[src/rtl/bin_reader_if.sv]
// Downstream word stream from bin_reader: valid/ready handshake with an end-of-burst flag.
interface bin_reader_if #(
  parameter int unsigned DATA_WIDTH = 16
);
  logic                  out_valid;
  logic                  out_ready;
  logic [DATA_WIDTH-1:0] out_data;
  logic                  out_last;

  modport master (output out_valid, output out_data, output out_last, input out_ready);
  modport slave  (input out_valid, input out_data, input out_last, output out_ready);
endinterface

[src/rtl/bin_reader.sv]
// Burst read engine in front of the bin manager BRAM port A: reads len words from base_addr
// and streams them out through a 4-entry FIFO. Define BIN_READER_CHECKSUM_EN for the XOR checksum.
module bin_reader #(
  parameter int unsigned DATA_WIDTH = 16,
  parameter int unsigned ADDR_WIDTH = 10
) (
  input  logic                  clk,
  input  logic                  rst_n,
  input  logic                  start,
  input  logic [ADDR_WIDTH-1:0] base_addr,
  input  logic [ADDR_WIDTH:0]   len,
  output logic                  busy,
  output logic                  done,
  output logic [ADDR_WIDTH-1:0] bram_addr,
  output logic                  bram_we,
  input  logic [DATA_WIDTH-1:0] bram_dout,
  bin_reader_if.master          dn,
  output logic [DATA_WIDTH-1:0] checksum
);

  localparam logic [ADDR_WIDTH:0] LenOne = (ADDR_WIDTH + 1)'(1);

  typedef enum logic [1:0] {StIdle, StRead, StDrain, StDone} state_e;

  state_e                state_q, state_d;
  logic [ADDR_WIDTH-1:0] addr_q;
  logic [ADDR_WIDTH-1:0] bram_addr_q;
  logic [ADDR_WIDTH:0]   remaining_q;
  logic                  inflight_q;
  logic                  inflight_last_q;

  // FIFO entries are {last, data}
  logic [DATA_WIDTH:0]   mem_q [4];
  logic [1:0]            wr_ptr_q, rd_ptr_q;
  logic [2:0]            cnt_q, cnt_d;

  logic                  start_acc;
  logic                  room;
  logic                  issue;
  logic                  push;
  logic                  pop;
  logic [DATA_WIDTH:0]   head;

  assign start_acc = (state_q == StIdle) && start;
  // Room is judged on registered state only, so out_ready never reaches the BRAM address.
  assign room      = (cnt_q + {2'b00, inflight_q}) < 3'd4;
  assign push      = inflight_q;
  assign head      = mem_q[rd_ptr_q];
  assign pop       = dn.out_valid && dn.out_ready;

  assign dn.out_valid = (cnt_q != 3'd0);
  assign dn.out_data  = head[DATA_WIDTH-1:0];
  assign dn.out_last  = dn.out_valid && head[DATA_WIDTH];

  assign busy      = (state_q != StIdle);
  assign done      = (state_q == StDone);
  assign bram_we   = 1'b0;
  assign bram_addr = issue ? addr_q : bram_addr_q;

  always_comb begin
    state_d = state_q;
    issue   = 1'b0;
    case (state_q)
      StIdle: begin
        if (start) state_d = (len == '0) ? StDone : StRead;
      end
      StRead: begin
        if (room) begin
          issue = 1'b1;
          if (remaining_q == LenOne) state_d = StDrain;
        end
      end
      StDrain: begin
        if (pop && head[DATA_WIDTH]) state_d = StDone;
      end
      StDone:  state_d = StIdle;
      default: state_d = StIdle;
    endcase
  end

  always_comb begin
    cnt_d = cnt_q;
    if (push && !pop)      cnt_d = cnt_q + 3'd1;
    else if (!push && pop) cnt_d = cnt_q - 3'd1;
  end

  always_ff @(posedge clk or negedge rst_n) begin
    if (!rst_n) begin
      state_q         <= StIdle;
      addr_q          <= '0;
      bram_addr_q     <= '0;
      remaining_q     <= '0;
      inflight_q      <= 1'b0;
      inflight_last_q <= 1'b0;
    end else begin
      state_q         <= state_d;
      bram_addr_q     <= bram_addr;
      inflight_q      <= issue;
      inflight_last_q <= issue && (remaining_q == LenOne);
      if (start_acc) begin
        addr_q      <= base_addr;
        remaining_q <= len;
      end else if (issue) begin
        addr_q      <= addr_q + ADDR_WIDTH'(1);
        remaining_q <= remaining_q - LenOne;
      end
    end
  end

  always_ff @(posedge clk or negedge rst_n) begin
    if (!rst_n) begin
      for (int i = 0; i < 4; i++) mem_q[i] <= '0;
      wr_ptr_q <= '0;
      rd_ptr_q <= '0;
      cnt_q    <= '0;
    end else begin
      if (push) begin
        mem_q[wr_ptr_q] <= {inflight_last_q, bram_dout};
        wr_ptr_q        <= wr_ptr_q + 2'd1;
      end
      if (pop) rd_ptr_q <= rd_ptr_q + 2'd1;
      cnt_q <= cnt_d;
    end
  end

`ifdef BIN_READER_CHECKSUM_EN
  logic [DATA_WIDTH-1:0] cks_q;

  always_ff @(posedge clk or negedge rst_n) begin
    if (!rst_n)         cks_q <= '0;
    else if (start_acc) cks_q <= '0;
    else if (pop)       cks_q <= cks_q ^ head[DATA_WIDTH-1:0];
  end

  assign checksum = cks_q;
`else
  assign checksum = '0;
`endif

endmodule
[src/flat_wrapper.sv]
// flat-port wrapper written by rule: the top's interface ports become plain ports
module bin_reader_flat 
#(
  parameter int unsigned DATA_WIDTH = 16,
  parameter int unsigned ADDR_WIDTH = 10
)
  (clk, rst_n, start, base_addr, len, busy, done, bram_addr, bram_we, bram_dout, checksum, dn_out_valid, dn_out_data, dn_out_last, dn_out_ready);
  bin_reader_if #(.DATA_WIDTH(DATA_WIDTH)) dn_i ();
  input  logic clk;
  input  logic rst_n;
  input  logic start;
  input  logic [ADDR_WIDTH-1:0] base_addr;
  input  logic [ADDR_WIDTH:0] len;
  output logic busy;
  output logic done;
  output logic [ADDR_WIDTH-1:0] bram_addr;
  output logic bram_we;
  input  logic [DATA_WIDTH-1:0] bram_dout;
  output logic [DATA_WIDTH-1:0] checksum;
  output wire logic [$bits(dn_i.out_valid)-1:0] dn_out_valid;
  output wire logic [$bits(dn_i.out_data)-1:0] dn_out_data;
  output wire logic [$bits(dn_i.out_last)-1:0] dn_out_last;
  input wire logic [$bits(dn_i.out_ready)-1:0] dn_out_ready;
  assign dn_out_valid = dn_i.out_valid;
  assign dn_out_data = dn_i.out_data;
  assign dn_out_last = dn_i.out_last;
  assign dn_i.out_ready = dn_out_ready;
  bin_reader #(.DATA_WIDTH(DATA_WIDTH), .ADDR_WIDTH(ADDR_WIDTH)) u_core (.clk(clk), .rst_n(rst_n), .start(start), .base_addr(base_addr), .len(len), .busy(busy), .done(done), .bram_addr(bram_addr), .bram_we(bram_we), .bram_dout(bram_dout), .dn(dn_i), .checksum(checksum));
endmodule
[config.mk]
export PLATFORM = sky130hd
export DESIGN_NAME = bin_reader_flat
export DESIGN_NICKNAME = d
export VERILOG_FILES = /design/src/rtl/bin_reader_if.sv /design/src/rtl/bin_reader.sv /design/src/flat_wrapper.sv
export SDC_FILE = /design/constraint.sdc
export NUM_CORES = 1
export LEC_CHECK = 0
export ABC_CLOCK_PERIOD_IN_PS = 2100
export BUFFER_PORTS_ARGS = -buffer_cell sky130_fd_sc_hd__buf_2
export CAP_MARGIN = 20
export CORE_ASPECT_RATIO = 0.5
export CORE_MARGIN = 10
export CORE_UTILIZATION = 35
export CTS_BUF_LIST = sky130_fd_sc_hd__clkbuf_16
export CTS_CLUSTER_SIZE = 30
export DETAILED_ROUTE_END_ITERATION = 16
export SLEW_MARGIN = 20
export SYNTH_ARGS = -nofsm -noshare
export SYNTH_HDL_FRONTEND = slang
export SYNTH_SLANG_ARGS = --single-unit
[constraint.sdc]
create_clock -name clk -period 2.1 [get_ports clk]
set_input_delay 0.42 -clock clk [delete_from_list [all_inputs] [get_ports clk]]
set_output_delay 0.42 -clock clk [all_outputs]
set_load 0.05 [all_outputs]
# Word level (Yosys, flattened, before mapping)
# Index checks and enable logic that the tools add are counted.
# totals
register_bits	110
latch_bits	0
mem_bits_rw	0
rom_bits	0
inputBits	41
out_inout_bits	47
wordCells	72
n_memories	0
# op_classes
add_sub_neg	7
n_mul	0
div_mod_pow	0
n_lt_le_gt_ge	4
n_eq_ne	8
shifts	0
n_mux	21
bitwise_logic	2
n_reduce_logical	17
# ops
operator	n
$bwmux 68	1
$mux 17	3
$bmux 17 s2	1
$demux 17 s2	1
$mux 10	3
$mux 11	2
$eq 11x1->1 const B	1
$logic_not 11->1	1
$sub 11x1->11 const B	1
$add 10x1->10 const B	1
$mux 2	5
$logic_and 1x1->1	8
$pmux 2 s4	1
$ge 3x3->1 const B	2
$mux 3	2
$ne 2x1->1 const B	3
$not 2->3	2
$reduce_bool 2->1	3
$add 2x1->2 const B	2
$eq 2x2->1 const B	2
$reduce_and 4->1	1
$add 3x1->3	1
$add 3x1->3 const B	1
$lt 3x1->1 const B	1
other kinds (8)	10

# Longest topological paths before layout
# logic_depth
ltp_word	7
depth_mapped	9
mapped_depth_nobuf	9

# Worst setup path before layout
# No wires, ideal clock.
# synth_timing
path_type	reg2reg
start	reg u_core.cnt_q[2]
end	reg u_core.cnt_q[2]
setup_time_ps	79
arrival_ps	2341
required_time_ps	2021
slack_ps	-320
path_stages_with_launch	10
n_path_buf	0
period_less_slack_ps	2420
cell_sequence	dfrtp_1 or3_1 and2_1 inv_1 ha_1 inv_1 fa_1 xor2_1 nor2_1 xor2_1
# synth_via
elab_chain_cells	5
word_cells_on_any_way	10
cone_classes	add/sub (2); mux (2); reduce/logical (6)
# synth_rtl
item	line_no	rtl
from (decl)	bin_reader.sv:35	logic [2:0] cnt_q, cnt_d;
from (signal assigned)	bin_reader.sv:122	cnt_q <= cnt_d;
$reduce_bool 3->1 (*)	bin_reader.sv:51	assign dn.out_valid = (cnt_q != 3'd0);
via dn_out_valid	flat_wrapper.sv:20	output wire logic [$bits(dn_i.out_valid)-1:0] dn_out_valid;
$logic_and 1x1->1 (*)	bin_reader.sv:49	assign pop = dn.out_valid && dn.out_ready;
$logic_not 1->1	bin_reader.sv:83	if (push && !pop) cnt_d = cnt_q + 3'd1;
$logic_and 1x1->1	bin_reader.sv:83	
$mux 3 or $reduce_bool 2->1 (tied branches)	--	
# The timed path passes the listed nets; every way through them passes the cells marked *. The select of a mux whose other input is x is not followed.
# A chain may end at the register's enable or synchronous reset.

# Final worst setup path
# layout_timing
start	reg u_core.cnt_q[0]
end	out bram_addr[3]
# layout_via
elab_chain_cells	5
# layout_rtl
item	line_no	rtl
$add 3x1->3	bin_reader.sv:46	assign room = (cnt_q + {2'b00, inflight_q}) < 3'd4;
$lt 3x3->1	bin_reader.sv:46	
$mux 1	bin_reader.sv:68	if (room) begin
$mux 1	bin_reader.sv:63	case (state_q)
$mux 10	bin_reader.sv:58	assign bram_addr = issue ? addr_q : bram_addr_q;
to (decl)	flat_wrapper.sv:16	output logic [ADDR_WIDTH-1:0] bram_addr;
# Every way passes these cells.

==> run_results.csv <==
group,metric,value,unit
setup_path,rr_worst_depth,10,
logic_synthesis,synthArstFlopShare,1.00,
logic_synthesis,syn_avg_cell_area,13.3,µm²
finish,mostFrequentLayoutCell,"dfrtp_1",
setup_path,slowest_stage,"dfrtp_1",
job,maxCapViolations,0,
placement,place_congestion,0.761,
timing,clock.fmax,447,MHz
finish,utilization,0.464,
die,die-area,20700,µm²
timing,slew_violations,0,
global_route,grt.overflow.total,0,
power,total_power,12700,µW
timing,fin_ws,-138,ps
clock_network,ctsLongestPathBuffers,2,
placement,place_area,6060,µm²
timing,fin_worst_skew,10.2,ps
detailed_routing,dr.pass1.iters,4,
setup_path,r2r_end,"u_core.cnt_q[2]$_DFFE_PN0P_",
detailed_routing,antenna_left,0,
clock_network,cts.clk_slew.worst_paths,80,ps
detailed_routing,vias,3325,
min_path,hp-start,"base_addr[4]",
finish,most-common-layout-cells,"dfrtp_1, mux2_2, buf_2",
setup_path,path_max_fanout,6,
timing,fin_crit_sh,1.07,
logic_synthesis,mappedNetlistArea,5290,µm²
global_route,grt_max_degree,48,
logic_synthesis,synth_top_area_cell,"dfrtp_1",
die,coreArea,14600,µm²
clock_network,cts_htree_levels,3,
placement,dp_hpwl,8150,µm
finish,drive_above_1_share,0.478,
setup_path,worstPathCellList,"nand3_2 -> xor2_2 -> and2_4 -> buf_8 -> mux2_4 -> buf_8",
setup_path,critPathMaxStageDelay,390,ps
clock_network,ctsRootBufferMaster,"clkbuf_16",
logic_synthesis,synth-seq-cells,110,
setup_path,r2r_slack,-20,ps
die,row_count,31,
finish,syn_to_final_growth,28.4,%
timing,hold_violations,0,
die,ios,88,
clock_network,cts_made_buffers,9,
detailed_routing,dr.first_iter.drc_count,174,
power,peakVddDrop,1.04,mV
min_path,hold_path_end,"u_core.addr_q[4]$_DFFE_PN0P_",
logic_synthesis,synth-main-ff-cell,"dfrtp_1",
detailed_routing,wl_per_cell,16.7,µm
min_path,whs_path_depth,3,
clock_network,cts.sinks,110,
setup_path,endpoint_kind,"primary output",
outcome,status,"complete, but fails checks",
timing,finalSetupTns,-1760,ps
die,die_w,194,µm
power,p_per_area,1870,nW/µm²
setup_path,cp_data_required_time,1680,ps
global_route,grt_pass1_vias,3667,
detailed_routing,drc,0,
min_path,min_path_type,"in -> reg",
finish,antenna_cells,0,
finish,fin_nets,558,
global_route,grt_pass1_wl,19200,µm
detailed_routing,vias_per_cell,4.71,
finish,fin_area,6790,µm²
logic_synthesis,synth_edf_count,0,
logic_synthesis,yosys_warnings,0,
logic_synthesis,ys_types,39,
setup_path,crit_top_cell,"buf_8",
timing,fin_crit,2240,ps
outcome,violations,"negative setup slack",
die,dieHeight,107,µm
global_route,track_usage,0.114,
global_route,antenna_found_initial,0,
logic_synthesis,syn_inst,397,
finish,fill_cells,1308,
clock_network,clock_latency,350,ps
setup_path,critPathBufInv,2,
setup_path,r2r-start,"u_core.cnt_q[1]$_DFFE_PN0P_",
setup_path,path_delay_family,"flip-flops",
detailed_routing,wl,11800,µm
setup_path,crit_type,"reg -> out",
logic_synthesis,synth_area_leaders,"dfrtp_1, mux2_2, mux4_2",
placement,io_buffers,70,
power,leakage,0.00298,µW
logic_synthesis,yosysSeqAreaShare,0.521,
timing,rsz0062_at_grt,"true",
setup_path,worst_setup_path_start_kind,"flop",
clock_network,cts_tree,"done",
die,start_util,0.362,
setup_path,critPathArrivalTime,1820,ps
timing,setup_viol,25,
logic_synthesis,synth_top_area_frac,0.521,
how the worst max path moves through the flow:
stage,from,end,slack [ps],depth (start not counted)
after floorplan,u_core.cnt_q[1]$_DFFE_PN0P_,u_core.cnt_q[2]$_DFFE_PN0P_,-30,9
after detailed placement,u_core.cnt_q[0]$_DFFE_PN0P_,bram_addr[3],30,6
after CTS,u_core.cnt_q[0]$_DFFE_PN0P_,bram_addr[3],-190,6
after global routing,u_core.cnt_q[0]$_DFFE_PN0P_,bram_addr[8],-220,6
after global placement,u_core.cnt_q[1]$_DFFE_PN0P_,bram_addr[3],50,6
final,u_core.cnt_q[0]$_DFFE_PN0P_,bram_addr[3],-140,6
metrics by stage:
step                std cells  hold WS [ps]  worst slack (ps)
finish                    706           274              -138
CTS                       705           258              -186
global placement          676           371              46.6
detailed placement        676           377              26.2
global route              706           273              -218
floorplan                 413           124             -31.5
state kept, by name (all words and copies together) (netlist names):
| name | cells |
|---|---|
| u_core.bram_addr_q | 10 |
| u_core.inflight_q | 1 |
| u_core.cnt_q | 3 |
| u_core.rd_ptr_q | 2 |
| u_core.state_q | 2 |
| u_core.remaining_q | 11 |
| u_core.addr_q | 10 |
| u_core.wr_ptr_q | 2 |
| u_core.inflight_last_q | 1 |
| u_core.mem_q | 68 |
logic make-up (layout without fill, tap and decap cells):
kind of cell,count (synthesis),after routing,synth area share
xor+xnor,23,23,0.0381
compound gates,28,28,0.0315
flops,110,110,0.521
other cells,1,17,0.000709
mux,101,101,0.251
buf+inv,46,141,0.0459
simple gates,74,74,0.0774
fa+ha+maj,14,14,0.0346
worst min-delay path, delay by kind of cell:
kind | cells | cell delay [ps]
simple gates | 1 | 40
buf+inv | 1 | 70
compound gates | 1 | 60
Yosys cell counts, types with 2 or more instances:
library cell	number
o21ai_1	5
nand4_1	6
nand3_1	6
nor2_1	7
o21ai_0	13
a31oi_1	3
ha_1	13
buf_2	5
and2_1	7
a21oi_1	2
o31ai_1	2
clkbuf_1	13
nor4_1	4
or4_1	2
dfrtp_1	110
xnor2_1	9
buf_4	17
xor2_1	14
mux4_2	17
mux2i_1	3
inv_1	11
nand2_1	26
and3_1	3
and4_1	2
mux2_2	80
nor3_1	4
layout make-up:
type                    count  area, µm²  share of cell area
well taps                 198        248              0.0365
multi-input cells         257       2440               0.360
repair buffers            114        990               0.146
clock buffers               9        225              0.0332
inverters                  11       43.8             0.00645
clock inverters             7       80.1              0.0118
flip-flops and latches    110       2760               0.406
power breakdown:
group	total, µW	internal (µW)	leakage [µW]	switching, µW
Sequential	3810	3160	0.00131	649
Combinational	7130	3390	0.00153	3740
Clock	1760	941	0.000150	819
repair_timing:
action | in CTS | in global routing
pin swaps | 3 | 2
gates resized for setup | 73 | 21
gates cloned | 1 | 0
setup buffers | 11 | 4
hold buffers | 1 | 0
hold endpoints to repair | 5 | 0
setup endpoints to repair | 27 | 30
metal layers:
layer,wire (µm),global-route usage
met5,0,0
met4,102,0.0281
met3,463,0.0336
met2,5790,0.193
met1,5460,0.142
No activity file was read; power rests on OpenSTA's default activity.
